<file path="src/rtl/ni_input_unit.sv">
// Receive side of the PE network interface. It buffers router packets in a credit-backed FIFO,
// decodes them into registered PE strobes, and queues READ requests for the output unit.
module ni_input_unit #(
    parameter int FIFO_DEPTH     = 4,
    parameter int RQST_DEPTH     = 4,
    parameter int ACT_ADDR_WIDTH = 6
) (
    input  logic                      clk,
    input  logic                      rst,
    input  logic                      in_data_valid,
    input  logic [35:0]               in_data,
    output logic                      upstream_credit,
    output logic                      act_recv_en,
    output logic [15:0]               act_recv_addr,
    output logic [15:0]               act_recv_data,
    output logic                      fin_broadcast,
    output logic                      part_sum_recv_en,
    output logic [15:0]               part_sum_recv_addr,
    output logic [15:0]               part_sum_recv_data,
    input  logic                      read_rqst_read_en,
    output logic                      ni_read_rqst,
    output logic [ACT_ADDR_WIDTH-1:0] ni_read_addr,
    output logic                      err_overflow,
    output logic                      err_bad_pkt
);

    localparam logic [3:0] ROUTER_INFO_BROADCAST     = 4'd1;
    localparam logic [3:0] ROUTER_INFO_FIN_BROADCAST = 4'd2;
    localparam logic [3:0] ROUTER_INFO_UV            = 4'd3;
    localparam logic [3:0] ROUTER_INFO_READ          = 4'd4;

    localparam int FP_W = (FIFO_DEPTH > 1) ? $clog2(FIFO_DEPTH) : 1;
    localparam int FC_W = $clog2(FIFO_DEPTH + 1);
    localparam int RP_W = (RQST_DEPTH > 1) ? $clog2(RQST_DEPTH) : 1;
    localparam int RC_W = $clog2(RQST_DEPTH + 1);

    logic [35:0]               fifo_mem_r [FIFO_DEPTH];
    logic [FP_W-1:0]           fifo_wr_ptr_r;
    logic [FP_W-1:0]           fifo_rd_ptr_r;
    logic [FC_W-1:0]           fifo_cnt_r;
    logic [ACT_ADDR_WIDTH-1:0] rq_mem_r [RQST_DEPTH];
    logic [RP_W-1:0]           rq_wr_ptr_r;
    logic [RP_W-1:0]           rq_rd_ptr_r;
    logic [RC_W-1:0]           rq_cnt_r;

    logic [35:0] head_s;
    logic [3:0]  head_info_s;
    logic        fifo_empty_s;
    logic        fifo_full_s;
    logic        rq_empty_s;
    logic        rq_full_s;
    logic        rq_pop_s;
    logic        rq_push_s;
    logic        fifo_pop_s;
    logic        fifo_push_s;

    // Pop/push qualification; a READ head waits while the request queue has no room.
    always_comb begin
        head_s       = fifo_mem_r[fifo_rd_ptr_r];
        head_info_s  = head_s[35:32];
        fifo_empty_s = (fifo_cnt_r == {FC_W{1'b0}});
        fifo_full_s  = (fifo_cnt_r == FC_W'(FIFO_DEPTH));
        rq_empty_s   = (rq_cnt_r == {RC_W{1'b0}});
        rq_full_s    = (rq_cnt_r == RC_W'(RQST_DEPTH));
        rq_pop_s     = read_rqst_read_en & ~rq_empty_s;
        fifo_pop_s   = ~fifo_empty_s &
                       ~((head_info_s == ROUTER_INFO_READ) & rq_full_s & ~rq_pop_s);
        fifo_push_s  = in_data_valid & (~fifo_full_s | fifo_pop_s);
        rq_push_s    = fifo_pop_s & (head_info_s == ROUTER_INFO_READ);
    end

    // Request queue head; held at zero while the queue is empty.
    always_comb begin
        ni_read_rqst = ~rq_empty_s;
        if (rq_empty_s) begin
            ni_read_addr = {ACT_ADDR_WIDTH{1'b0}};
        end else begin
            ni_read_addr = rq_mem_r[rq_rd_ptr_r];
        end
    end

    // Packet storage; contents are don't-care until the count covers them.
    always_ff @(posedge clk) begin
        if (fifo_push_s) begin
            fifo_mem_r[fifo_wr_ptr_r] <= in_data;
        end
    end

    // Input FIFO pointers and occupancy.
    always_ff @(posedge clk or negedge rst) begin
        if (!rst) begin
            fifo_wr_ptr_r <= {FP_W{1'b0}};
            fifo_rd_ptr_r <= {FP_W{1'b0}};
            fifo_cnt_r    <= {FC_W{1'b0}};
        end else begin
            if (fifo_push_s) begin
                fifo_wr_ptr_r <= (fifo_wr_ptr_r == FP_W'(FIFO_DEPTH - 1)) ? {FP_W{1'b0}}
                                                                          : fifo_wr_ptr_r + 1'b1;
            end
            if (fifo_pop_s) begin
                fifo_rd_ptr_r <= (fifo_rd_ptr_r == FP_W'(FIFO_DEPTH - 1)) ? {FP_W{1'b0}}
                                                                          : fifo_rd_ptr_r + 1'b1;
            end
            case ({fifo_push_s, fifo_pop_s})
                2'b10:   fifo_cnt_r <= fifo_cnt_r + 1'b1;
                2'b01:   fifo_cnt_r <= fifo_cnt_r - 1'b1;
                default: fifo_cnt_r <= fifo_cnt_r;
            endcase
        end
    end

    // READ request queue; a full queue may push and pop in the same cycle.
    always_ff @(posedge clk or negedge rst) begin
        if (!rst) begin
            rq_wr_ptr_r <= {RP_W{1'b0}};
            rq_rd_ptr_r <= {RP_W{1'b0}};
            rq_cnt_r    <= {RC_W{1'b0}};
            for (int i = 0; i < RQST_DEPTH; i++) begin
                rq_mem_r[i] <= {ACT_ADDR_WIDTH{1'b0}};
            end
        end else begin
            if (rq_push_s) begin
                rq_mem_r[rq_wr_ptr_r] <= head_s[22 +: ACT_ADDR_WIDTH];
                rq_wr_ptr_r <= (rq_wr_ptr_r == RP_W'(RQST_DEPTH - 1)) ? {RP_W{1'b0}}
                                                                      : rq_wr_ptr_r + 1'b1;
            end
            if (rq_pop_s) begin
                rq_rd_ptr_r <= (rq_rd_ptr_r == RP_W'(RQST_DEPTH - 1)) ? {RP_W{1'b0}}
                                                                      : rq_rd_ptr_r + 1'b1;
            end
            case ({rq_push_s, rq_pop_s})
                2'b10:   rq_cnt_r <= rq_cnt_r + 1'b1;
                2'b01:   rq_cnt_r <= rq_cnt_r - 1'b1;
                default: rq_cnt_r <= rq_cnt_r;
            endcase
        end
    end

    // Registered decode: one-cycle strobes plus the credit for every consumed packet.
    always_ff @(posedge clk or negedge rst) begin
        if (!rst) begin
            upstream_credit    <= 1'b0;
            act_recv_en        <= 1'b0;
            act_recv_addr      <= 16'h0000;
            act_recv_data      <= 16'h0000;
            fin_broadcast      <= 1'b0;
            part_sum_recv_en   <= 1'b0;
            part_sum_recv_addr <= 16'h0000;
            part_sum_recv_data <= 16'h0000;
            err_overflow       <= 1'b0;
            err_bad_pkt        <= 1'b0;
        end else begin
            upstream_credit    <= fifo_pop_s;
            act_recv_en        <= 1'b0;
            act_recv_addr      <= 16'h0000;
            act_recv_data      <= 16'h0000;
            fin_broadcast      <= 1'b0;
            part_sum_recv_en   <= 1'b0;
            part_sum_recv_addr <= 16'h0000;
            part_sum_recv_data <= 16'h0000;
            if (in_data_valid && !fifo_push_s) begin
                err_overflow <= 1'b1;
            end
            if (fifo_pop_s) begin
                case (head_info_s)
                    ROUTER_INFO_BROADCAST: begin
                        act_recv_en   <= 1'b1;
                        act_recv_addr <= head_s[31:16];
                        act_recv_data <= head_s[15:0];
                    end
                    ROUTER_INFO_FIN_BROADCAST: fin_broadcast <= 1'b1;
                    ROUTER_INFO_UV: begin
                        part_sum_recv_en   <= 1'b1;
                        part_sum_recv_addr <= head_s[31:16];
                        part_sum_recv_data <= head_s[15:0];
                    end
                    ROUTER_INFO_READ: err_bad_pkt <= err_bad_pkt;
                    default:          err_bad_pkt <= 1'b1;
                endcase
            end
        end
    end

endmodule

</file>
<file path="config.mk">
export PLATFORM = sky130hd
export DESIGN_NAME = ni_input_unit
export DESIGN_NICKNAME = d
export VERILOG_FILES = /design/src/rtl/ni_input_unit.sv
export SDC_FILE = /design/constraint.sdc
export NUM_CORES = 1
export LEC_CHECK = 0
export CAP_MARGIN = 15
export CELL_PAD_IN_SITES_DETAIL_PLACEMENT = 1
export CELL_PAD_IN_SITES_GLOBAL_PLACEMENT = 1
export CORE_ASPECT_RATIO = 1.2
export CORE_MARGIN = 5
export CORE_UTILIZATION = 40
export CTS_BUF_LIST = sky130_fd_sc_hd__clkbuf_8
export CTS_CLUSTER_DIAMETER = 120
export DETAILED_ROUTE_END_ITERATION = 10
export PLACE_DENSITY_LB_ADDON = 0.1
export RECOVER_POWER = 25
export SLEW_MARGIN = 5
export SYNTH_ARGS = -nofsm -noshare
export SYNTH_HDL_FRONTEND = slang
export SYNTH_SLANG_ARGS = --single-unit
</file>
<file path="constraint.sdc">
create_clock -name clk -period 10.77 [get_ports clk]
set_clock_uncertainty 0.1 [all_clocks]
set_input_delay 3.231 -clock clk [delete_from_list [all_inputs] [get_ports clk]]
set_output_delay 3.231 -clock clk [all_outputs]
set_load 0.03 [all_outputs]
</file>
==> metrics.cfg <==
[status]
status = finished, violations left
violations = capacitance limit, slew limit

[floorplanning]
fp-row-count = 61
die_x_um = 151
core_um2 = 23300
io_pins = 117
die_h_um = 179
dieArea_um2 = 26900
start_util_pct = 40.8

[power_and_ir_drop]
p_per_area_nw_per_um2 = 268
peakVddDrop_mv = 0.154
leakage_uw = 0.00469

[setup_path]
cp_num_buf_inv = 2
cpMostUsedCell = clkbuf_1
cp_slowest_cell = clkbuf_1
path_delay_family = buffers and inverters
startpoint_type = register
worstSetupPathType = register to register
path_cells = clkbuf_1 > mux4_1 > clkbuf_1 > nand2_1 > nor2b_1
worstPathMaxFanout = 39
slowest_delay_ns = 2.25
arrival_ns = 7.03
worstPathRequired_ns = 11.10
endpoint_kind = register

[clock_tree]
clock_path_buffers = 3
path_clk_slew_ns = 0.06
htreeDepth = 2
cts_tree = built
cts-root-buf = clkbuf_8
clock_sinks = 252
cts_inserted_buffers = 42
ctsResizeCount = 0
hold_buffers = 0
clk-insertion-delay-late_ns = 0.53
post_cts_buffers = 0

[placed_design]
io_buffer_count = 116
hpwl_um = 12800
gp_congestion = 0.703

[global_route]
grtUsageTotal_pct = 15.8
grt_pass1_vias = 5668
gr-total-overflow = 0
antenna_found_initial = 2
grt_pass1_wl_um = 32300
grt_max_degree = 57

[sta]
hold_ws_ns = 0.371
fin_tns_setup_ns = 0
fmax_mhz = 149
fin_crit_ns = 6.70
setup_violations = 0
relSlewSlack_pct = -115
rsz0062_at_grt = false
worstMarginPinSlew_ns = 3.22
finalHoldViolations = 0
fin_crit_sh_pct = 62.3
slew_violations = 129

[logic_synthesis]
synth_xor_area_share_pct = 0.554
syn-instance-count = 509
synth_area_um2 = 9490
synth_edf_count = 144
syn_nets = 562
yosys.cell_types.count = 45
synthFlopType = edfxtp_1
synth_compound_area_share_pct = 1.12
syn_area_per_cell_um2 = 18.7
synth_seq_area_share_pct = 74.0
synthMuxAreaShare_pct = 13.7
ys_ff_latch = 252
ys.warnings.count = 0
synth_top_family_by_area = multiplexers
synth-simple-area-share_pct = 7.03
synth_adder_area_share_pct = 1.87
synth-async-reset-ratio_pct = 42.9

[drt]
drt_iter0_drc = 196
viasPerCell = 4.94
drt_wl_total_um = 20400
antenna_left = 0
wl_per_cell_um = 20.4
dr_total_vias = 4934
dr.pass1.iters = 4
route.detailed.drc = 0

[final_layout]
layout-drive-gt1-share_pct = 19.2
layout_commonest_cell = edfxtp_1
nets = 705
antennaDiodeCount = 0
layout_common_cells = edfxtp_1 (144), clkdlybuf4s50_1 (107), dfrtp_1 (106)
fin_util_pct = 50.5
layout-area-overhead-vs-synth_pct = 23.9

[run]
max_cap_viol_count = 3

[min_path]
hp-class = register to register

-- layer usage --
metal / vias up / share of wire, % / GRT usage (%)
met4: 2 / 1.6 / 4.38
met2: 122 / 54 / 28.9
met1: 2583 / 39 / 18.1
met5: - / 0.064 / 0
li1: 2194 / - / -
met3: 33 / 5.4 / 4.22
-- per-stage QoR --
step | total power [uW] | area (um2) | setup WS [ns] | instances
after floorplan | 2030 | 9490 | 5.09 | 509
after global placement | 2380 | 11000 | 4.43 | 923
after detailed placement | 2420 | 11000 | 4.23 | 923
after CTS | 3220 | 11800 | 4.76 | 998
after global routing | 3340 | 11800 | 3.05 | 998
final | 3150 | 11800 | 4.07 | 998
-- path summary, 6_finish.rpt --
kind	end	slack [ns]	from	cells after the start
worst min-delay path	err_bad_pkt$_DFFE_PN0P_	0.37	err_bad_pkt$_DFFE_PN0P_	1
min in group asynchronous	rq_mem_r[16]$_DFFE_PN0P_	3.62	rst	1
max in group asynchronous	fifo_rd_ptr_r[0]$_DFFE_PN0P_	4.94	rst	2
worst min register to register	err_bad_pkt$_DFFE_PN0P_	0.37	err_bad_pkt$_DFFE_PN0P_	1
worst max-delay path	act_recv_data[12]$_DFF_PN0_	4.07	fifo_rd_ptr_r[0]$_DFFE_PN0P_	5
worst max register to register	act_recv_data[12]$_DFF_PN0_	4.07	fifo_rd_ptr_r[0]$_DFFE_PN0P_	5
-- final cells by class --
type,count,area (um2)
timing repair buffer,121,1180
multi-input combinational,217,2310
clock inverter,26,114
fill,2205,11500
sequential,252,7030
inverter,18,67.6
tap,315,394
clock buffer,49,674
-- cell usage after synthesis, drive strengths merged (2+ instances only) --
cell type | n | area share [%]
dfrtp | 108 | 28
nor3 | 4 | 0.33
nor2 | 12 | 0.47
nand3 | 2 | 0.11
clkbuf | 17 | 0.67
mux2 | 29 | 3.5
and3 | 31 | 2.0
xnor2 | 2 | 0.18
xor2 | 4 | 0.37
o21ai | 3 | 0.16
edfxtp | 144 | 46
mux4 | 42 | 10
and2 | 11 | 0.72
nor2b | 31 | 2.0
ha | 11 | 1.4
nor4b | 2 | 0.18
o21a | 2 | 0.24
buf | 5 | 0.36
inv | 18 | 0.71
nand2 | 11 | 0.43
fa | 2 | 0.42
-- cell families after synthesis --
family / after synthesis
compound gates: 14
xor+xnor: 6
fa+ha+maj: 13
buf+inv: 40
flops: 252
mux: 72
simple gates: 112
-- power breakdown --
part           total [uW]  internal [uW]  leakage, uW  switching (uW)
logic                1000            457      0.00145             547
clock network         777            414     0.000480             363
registers            1370           1250      0.00276             119
total                3150           2120      0.00469            1030
-- flip-flops by register name (all words and copies together), names as in the netlist, 2 cells and up --
register            count
fifo_mem_r            144
rq_mem_r               24
act_recv_addr          16
act_recv_data          16
part_sum_recv_addr     16
part_sum_recv_data     16
fifo_cnt_r              3
rq_cnt_r                3
fifo_rd_ptr_r           2
fifo_wr_ptr_r           2
rq_rd_ptr_r             2
rq_wr_ptr_r             2
(Power assumes the default switching activity.)
